<file path="src/rtl/branch_predictor_pkg.sv">
// Shared definitions for the branch predictor: table size defaults and the
// 2-bit saturating counter encoding.
package branch_predictor_pkg;

   localparam int BP_ENTRIES_DEF = 16;
   localparam int BP_IDXW_DEF    = $clog2(BP_ENTRIES_DEF);

   typedef enum logic [1:0] {
      CTR_SNT = 2'b00,
      CTR_WNT = 2'b01,
      CTR_WT  = 2'b10,
      CTR_ST  = 2'b11
   } bp_ctr_e;

   // Freshly allocated branches start weakly taken.
   localparam bp_ctr_e CTR_ALLOC = CTR_WT;

endpackage

</file>
<file path="src/rtl/bp_sat_counter.sv">
// 2-bit saturating counter next-state: count up on taken, down on not-taken,
// holding at the ends.
module bp_sat_counter
   import branch_predictor_pkg::*;
(
   input  logic [1:0] ctr_i,
   input  logic       taken_i,
   output logic [1:0] ctr_o
);

   always_comb begin
      ctr_o = ctr_i;
      if (taken_i) begin
         if (ctr_i != CTR_ST) ctr_o = ctr_i + 2'd1;
      end else begin
         if (ctr_i != CTR_SNT) ctr_o = ctr_i - 2'd1;
      end
   end

endmodule

</file>
<file path="src/rtl/branch_predictor.sv">
// Direct-mapped branch target buffer with 2-bit saturating direction counters,
// mispredict detection / redirect, and resolved-branch statistics.
module branch_predictor
   import branch_predictor_pkg::*;
#(
   parameter int ENTRIES = BP_ENTRIES_DEF,
   parameter int IDXW    = $clog2(ENTRIES)
) (
   input  logic        clk,
   input  logic        reset,
   input  logic [31:0] if_pc,
   output logic        pred_taken,
   output logic [31:0] pred_target,
   input  logic        ex_valid,
   input  logic [31:0] ex_pc,
   input  logic        ex_is_branch,
   input  logic        ex_taken,
   input  logic [31:0] ex_target,
   input  logic        ex_pred_taken,
   input  logic [31:0] ex_pred_target,
   output logic        mispredict,
   output logic [31:0] redirect_pc,
   output logic [31:0] branch_cnt,
   output logic [31:0] miss_cnt
);

   localparam int TAGW = 30 - IDXW;

   logic            valid_q  [ENTRIES];
   logic            valid_d  [ENTRIES];
   logic [TAGW-1:0] tag_q    [ENTRIES];
   logic [TAGW-1:0] tag_d    [ENTRIES];
   logic [31:0]     target_q [ENTRIES];
   logic [31:0]     target_d [ENTRIES];
   logic [1:0]      ctr_q    [ENTRIES];
   logic [1:0]      ctr_d    [ENTRIES];

   logic [31:0]     branch_cnt_q, branch_cnt_d;
   logic [31:0]     miss_cnt_q, miss_cnt_d;

   logic [IDXW-1:0] if_idx, ex_idx;
   logic [TAGW-1:0] if_tag, ex_tag;
   logic            if_hit, ex_hit;
   logic [1:0]      ctr_upd;

   assign if_idx = if_pc[IDXW+1:2];
   assign if_tag = if_pc[31:IDXW+2];
   assign ex_idx = ex_pc[IDXW+1:2];
   assign ex_tag = ex_pc[31:IDXW+2];

   // Prediction reads registered contents only, so a same-cycle update is
   // visible one cycle later.
   assign if_hit      = valid_q[if_idx] && (tag_q[if_idx] == if_tag);
   assign pred_taken  = if_hit && ctr_q[if_idx][1];
   assign pred_target = pred_taken ? target_q[if_idx] : if_pc + 32'd4;

   assign ex_hit = valid_q[ex_idx] && (tag_q[ex_idx] == ex_tag);

   bp_sat_counter u_sat_counter (
      .ctr_i   (ctr_q[ex_idx]),
      .taken_i (ex_taken),
      .ctr_o   (ctr_upd)
   );

   always_comb begin
      mispredict = 1'b0;
      if (ex_valid) begin
         if (ex_is_branch) begin
            mispredict = (ex_taken != ex_pred_taken) ||
                         (ex_taken && (ex_pred_target != ex_target));
         end else begin
            mispredict = ex_pred_taken;
         end
      end
   end

   assign redirect_pc = (ex_is_branch && ex_taken) ? ex_target : ex_pc + 32'd4;

   always_comb begin
      valid_d      = valid_q;
      tag_d        = tag_q;
      target_d     = target_q;
      ctr_d        = ctr_q;
      branch_cnt_d = branch_cnt_q;
      miss_cnt_d   = miss_cnt_q;
      if (ex_valid) begin
         if (ex_is_branch) begin
            branch_cnt_d = branch_cnt_q + 32'd1;
            if (ex_hit) begin
               ctr_d[ex_idx] = ctr_upd;
               if (ex_taken) target_d[ex_idx] = ex_target;
            end else if (ex_taken) begin
               valid_d[ex_idx]  = 1'b1;
               tag_d[ex_idx]    = ex_tag;
               target_d[ex_idx] = ex_target;
               ctr_d[ex_idx]    = CTR_ALLOC;
            end
         end else if (ex_pred_taken) begin
            // A non-branch was steered by whatever entry shares its index:
            // that entry is an alias, drop it regardless of tag.
            valid_d[ex_idx] = 1'b0;
         end
      end
      if (mispredict) miss_cnt_d = miss_cnt_q + 32'd1;
   end

   always_ff @(posedge clk) begin
      if (reset) begin
         for (int i = 0; i < ENTRIES; i++) begin
            valid_q[i] <= 1'b0;
            ctr_q[i]   <= CTR_SNT;
         end
         branch_cnt_q <= 32'd0;
         miss_cnt_q   <= 32'd0;
      end else begin
         valid_q      <= valid_d;
         ctr_q        <= ctr_d;
         branch_cnt_q <= branch_cnt_d;
         miss_cnt_q   <= miss_cnt_d;
      end
   end

   // Tag and target carry no reset; they are meaningless while valid is 0.
   always_ff @(posedge clk) begin
      if (!reset) begin
         tag_q    <= tag_d;
         target_q <= target_d;
      end
   end

   assign branch_cnt = branch_cnt_q;
   assign miss_cnt   = miss_cnt_q;

endmodule

</file>
<file path="config.mk">
export PLATFORM = sky130hd
export DESIGN_NAME = branch_predictor
export DESIGN_NICKNAME = d
export VERILOG_FILES = /design/src/rtl/branch_predictor_pkg.sv /design/src/rtl/bp_sat_counter.sv /design/src/rtl/branch_predictor.sv
export SDC_FILE = /design/constraint.sdc
export NUM_CORES = 2
export LEC_CHECK = 0
export CAP_MARGIN = 20
export CORE_ASPECT_RATIO = 1.4
export CORE_UTILIZATION = 60
export DETAILED_ROUTE_END_ITERATION = 10
export PLACE_DENSITY = 0.88
export SLEW_MARGIN = 5
export SYNTH_ARGS = -nofsm -noshare
export SYNTH_HDL_FRONTEND = slang
export SYNTH_SLANG_ARGS = --single-unit
</file>
<file path="constraint.sdc">
create_clock -name clk -period 6.1 [get_ports clk]
set_input_delay 0.915 -clock clk [delete_from_list [all_inputs] [get_ports clk]]
set_output_delay 0.915 -clock clk [all_outputs]
set_load 0.02 [all_outputs]
</file>
==> results.md <==
- Pint: 11.7 mW
- FILL cells: 4349
- Crit path setup slack, layout: 142 ps
- Post-synth EDFFs: 928
- Skew-Pair Late Insertion Delay: 700 ps
- Resize count post-CTS: 0
- Reg-to-Reg End: tag_q[302]
- Antenna viol nets, final: 0
- Post-layout min period: 5960 ps
- Post-DP HPWL: 97800 um
- Hold_sp: ctr_q[4]
- Starting Density: 60.8%
- Status: complete, no violations
- Post-CTS Setup Repair Bufs: 0
- Residual DRC: 0
- Origin of the critical flop-to-flop path: tag_q[163]
- WL per Instance: 36.9 um
- Critical path arrival: 5040 ps
- First-pass GRT wire length: 221000 um
- Core ar.: 78000 um2
- Slew @ Worst Pin: 1240 ps
- Fraction of power spent switching nets: 23.6%
- Ranking of synthesized cells by area: edfxtp_1, mux4_2, dfxtp_1, mux2i_1, xor2_1
- Initial antenna violation count: 17
- Clock transition at path regs: 60 ps
- Post-synth top area share: 58.8%
- Path depth of the worst reg2reg path: 12
- WHS: 467 ps
- Detailed Routing Iterations Pass 1: 6
- Peak fanout along the critical path: 36
- Crit Path Class: in -> out
- Placed insts: 4061
- Top FF cell, synth: edfxtp_1
- Finished Cell Area: 55600 um2
- Synth top cells by count: edfxtp_1, mux4_2, nand2_1, mux2i_1, nor2_1
- Clk pwr share: 40.2%
- Area Growth Syn to Fin: 17.3%
- Pins Over Slew Limit: 0
- Vias in the first global route: 31853
- Total grt overflow: 0
- Synthesized Nets: 2907
- Clock Sink Count: 1040
- CP Capture Type: output port
- Io pins: 264
- Sequential fraction of the synthesis area: 63.5%
- Die Span X: 240 um
- TritonCTS Buffers: 94
- Synth unique cells: 83
- Final Skew: 48.7 ps
- Unrepaired setup endpoints after global routing: no
- Final Instance Count excl. Fillers: 4248
- Final Hold Viols: 0
- Adder-cell share of the synthesized area: 0.230%
- Largest net degree at the start of global routing: 93
- XOR/XNOR Fraction of Synth Area: 3.55%
- Seq pwr share: 50.7%
- Worst R2R Setup Slack: 1780 ps
- Hold crit path type: reg -> reg
- Dpl cell area: 52400 um2
- CP Launch Type: input pin
- # rows: 121
- Vias: 31544
- Initial DRC Count: 4816
- Clock root cell: clkbuf_16
- Tot GR Track Use: 39.3%
- H-tree levels: 3
- Largest family of logic cells by synthesized area: multiplexers
- Mapped Avg Cell Area: 17.1 um2
- Leakage power: 18.2 nW
- FFs w/ async S/R, synth: 0%
- Port Buffers: 263
- Setup_tns: 0 ps
- Mux contribution to synthesized area: 21.3%
- Post-synthesis cell count: 2766
- Cts hold-fix bufs: 0
- Comb pwr share: 9.1%
- TritonCTS clock tree: done
- FMAX: 168 MHz
- Gp weighted congestion: 1.04
- WHS Path Cells: 2
- Pre-CTS worst setup slack: 342 ps
- Layout cells sized above 1: 24.8%
- Vias/cell: 7.43
- Slew headroom: 17.4%
- Die Span Y: 335 um
- Total power draw: 15.4 mW
- Mapped Area: 47400 um2
- CTS max path bufs: 3
- Hold path endpoint: ctr_q[4]
- Synth Area in Compound Gates: 3.74%
- Yosys reg bits: 1040
- Die area: 80200 um2
- Final worst-path cycle share: 97.7%
- Post-Route WL: 157000 um
- Final setup fails: 0
- Layout net count: 3256
- Power Dens Cells: 276 nW/um2
- Max cap viols: 0
- Post-layout util: 71.3%
- Peak VDD IR: 0.000250 V
- Psw: 3.62 mW
- Post-synth top area cell: edfxtp_1
- Simple-Gate Fraction of Synth Area: 5.53%
- Top-count cell post-synth: edfxtp_1
- Synth warn: 0
- Required @ worst endpoint: 5180 ps
## cell families (layout without fill, tap and decap cells)
family                     Yosys count  in the layout
muxes                              550            550
AOI/OAI and AO/OA                  245            245
other                                0              9
xor gates and xnor gates           192            192
buffers and inverters              203            631
adders and majority gates            9              9
DFF                               1040           1040
and+or+nand+nor                    527            527
## layout make-up
class | count | area (um2) | area share [%]
multi-input combinational | 1523 | 16500 | 29.7
sequential | 1040 | 30100 | 54.1
inverter | 20 | 75.1 | 0.135
antenna | 9 | 22.5 | 0.0405
clock inverter | 66 | 708 | 1.27
tap | 1045 | 1310 | 2.35
timing repair buffer | 436 | 4390 | 7.89
clock buffer | 109 | 2480 | 4.46
## cells in the final DEF (no fill, tap or decap), types with 13 or more instances in the layout
cell type | Yosys | final
nor2_1 | 119 | 87
inv_1 | 17 | 17
nand4_1 | 42 | 42
o311ai_0 | 18 | 17
nand2_1 | 147 | 147
dfxtp_1 | 112 | 112
mux4_2 | 356 | 356
xnor2_1 | 81 | 81
a21oi_1 | 34 | 34
xor2_1 | 111 | 111
nor4_1 | 15 | 15
and3_1 | 46 | 46
buf_4 | 18 | 139
a22oi_1 | 18 | 18
mux2_2 | 40 | 40
or3_1 | 16 | 16
clkinv_2 | 0 | 14
clkbuf_16 | 0 | 96
nor2b_1 | 24 | 24
a211oi_1 | 13 | 13
clkdlybuf4s50_1 | 0 | 255
clkinv_1 | 1 | 17
edfxtp_1 | 928 | 928
buf_12 | 2 | 35
nor2_4 | 0 | 32
clkinvlp_4 | 0 | 13
o21ai_0 | 56 | 56
mux2i_1 | 145 | 145
nand3_1 | 68 | 67
## worst max-delay path, cell delays in order
cell             delay (ps)
buf_8                   350
buf_12                  270
mux4_2                  520
nor2b_1                 140
a211oi_1                280
a21oi_1                 140
xor2_1                  240
nor3b_1                 350
nand4_1                 210
nor3_4                  290
buf_12                  270
mux2_2                  380
clkdlybuf4s50_1         570
## power by group through the flow
stage               clock network [mW]  logic [mW]  registers, mW
CTS                               6.17        1.35           7.79
global route                      6.41        1.43           7.78
finish                            6.19        1.40           7.79
floorplan                            0       0.721           7.94
detailed placement                   0        1.32           7.94
global placement                     0        1.28           7.94
## flip-flops by register name, summed over array words and instances (netlist names), named ones only
name	count
branch_cnt	32
miss_cnt	32
tag_q	416
ctr_q	32
target_q	512
## layer usage
metal  global-route usage [%]  share of wire (%)  routed length, um  vias up
met2                     61.1                 47              73000     3208
met5                        0              0.072                112        -
met4                     29.5                8.6              13500       16
met3                     13.5                 15              22700      794
li1                         -                  -                  -    11924
met1                     45.0                 30              47200    15602
## worst max path at each step
stage,start,endpoint,slack (ps)
2_1_floorplan,if_pc[3],pred_taken,1160
3_3_place_gp,if_pc[2],pred_taken,440
3_5_place_dp,if_pc[2],pred_target[0],340
4_1_cts,if_pc[2],pred_target[0],180
5_1_grt,if_pc[2],pred_target[0],50
6_report,if_pc[2],pred_target[0],140
Power figures use the tool's default switching activity.
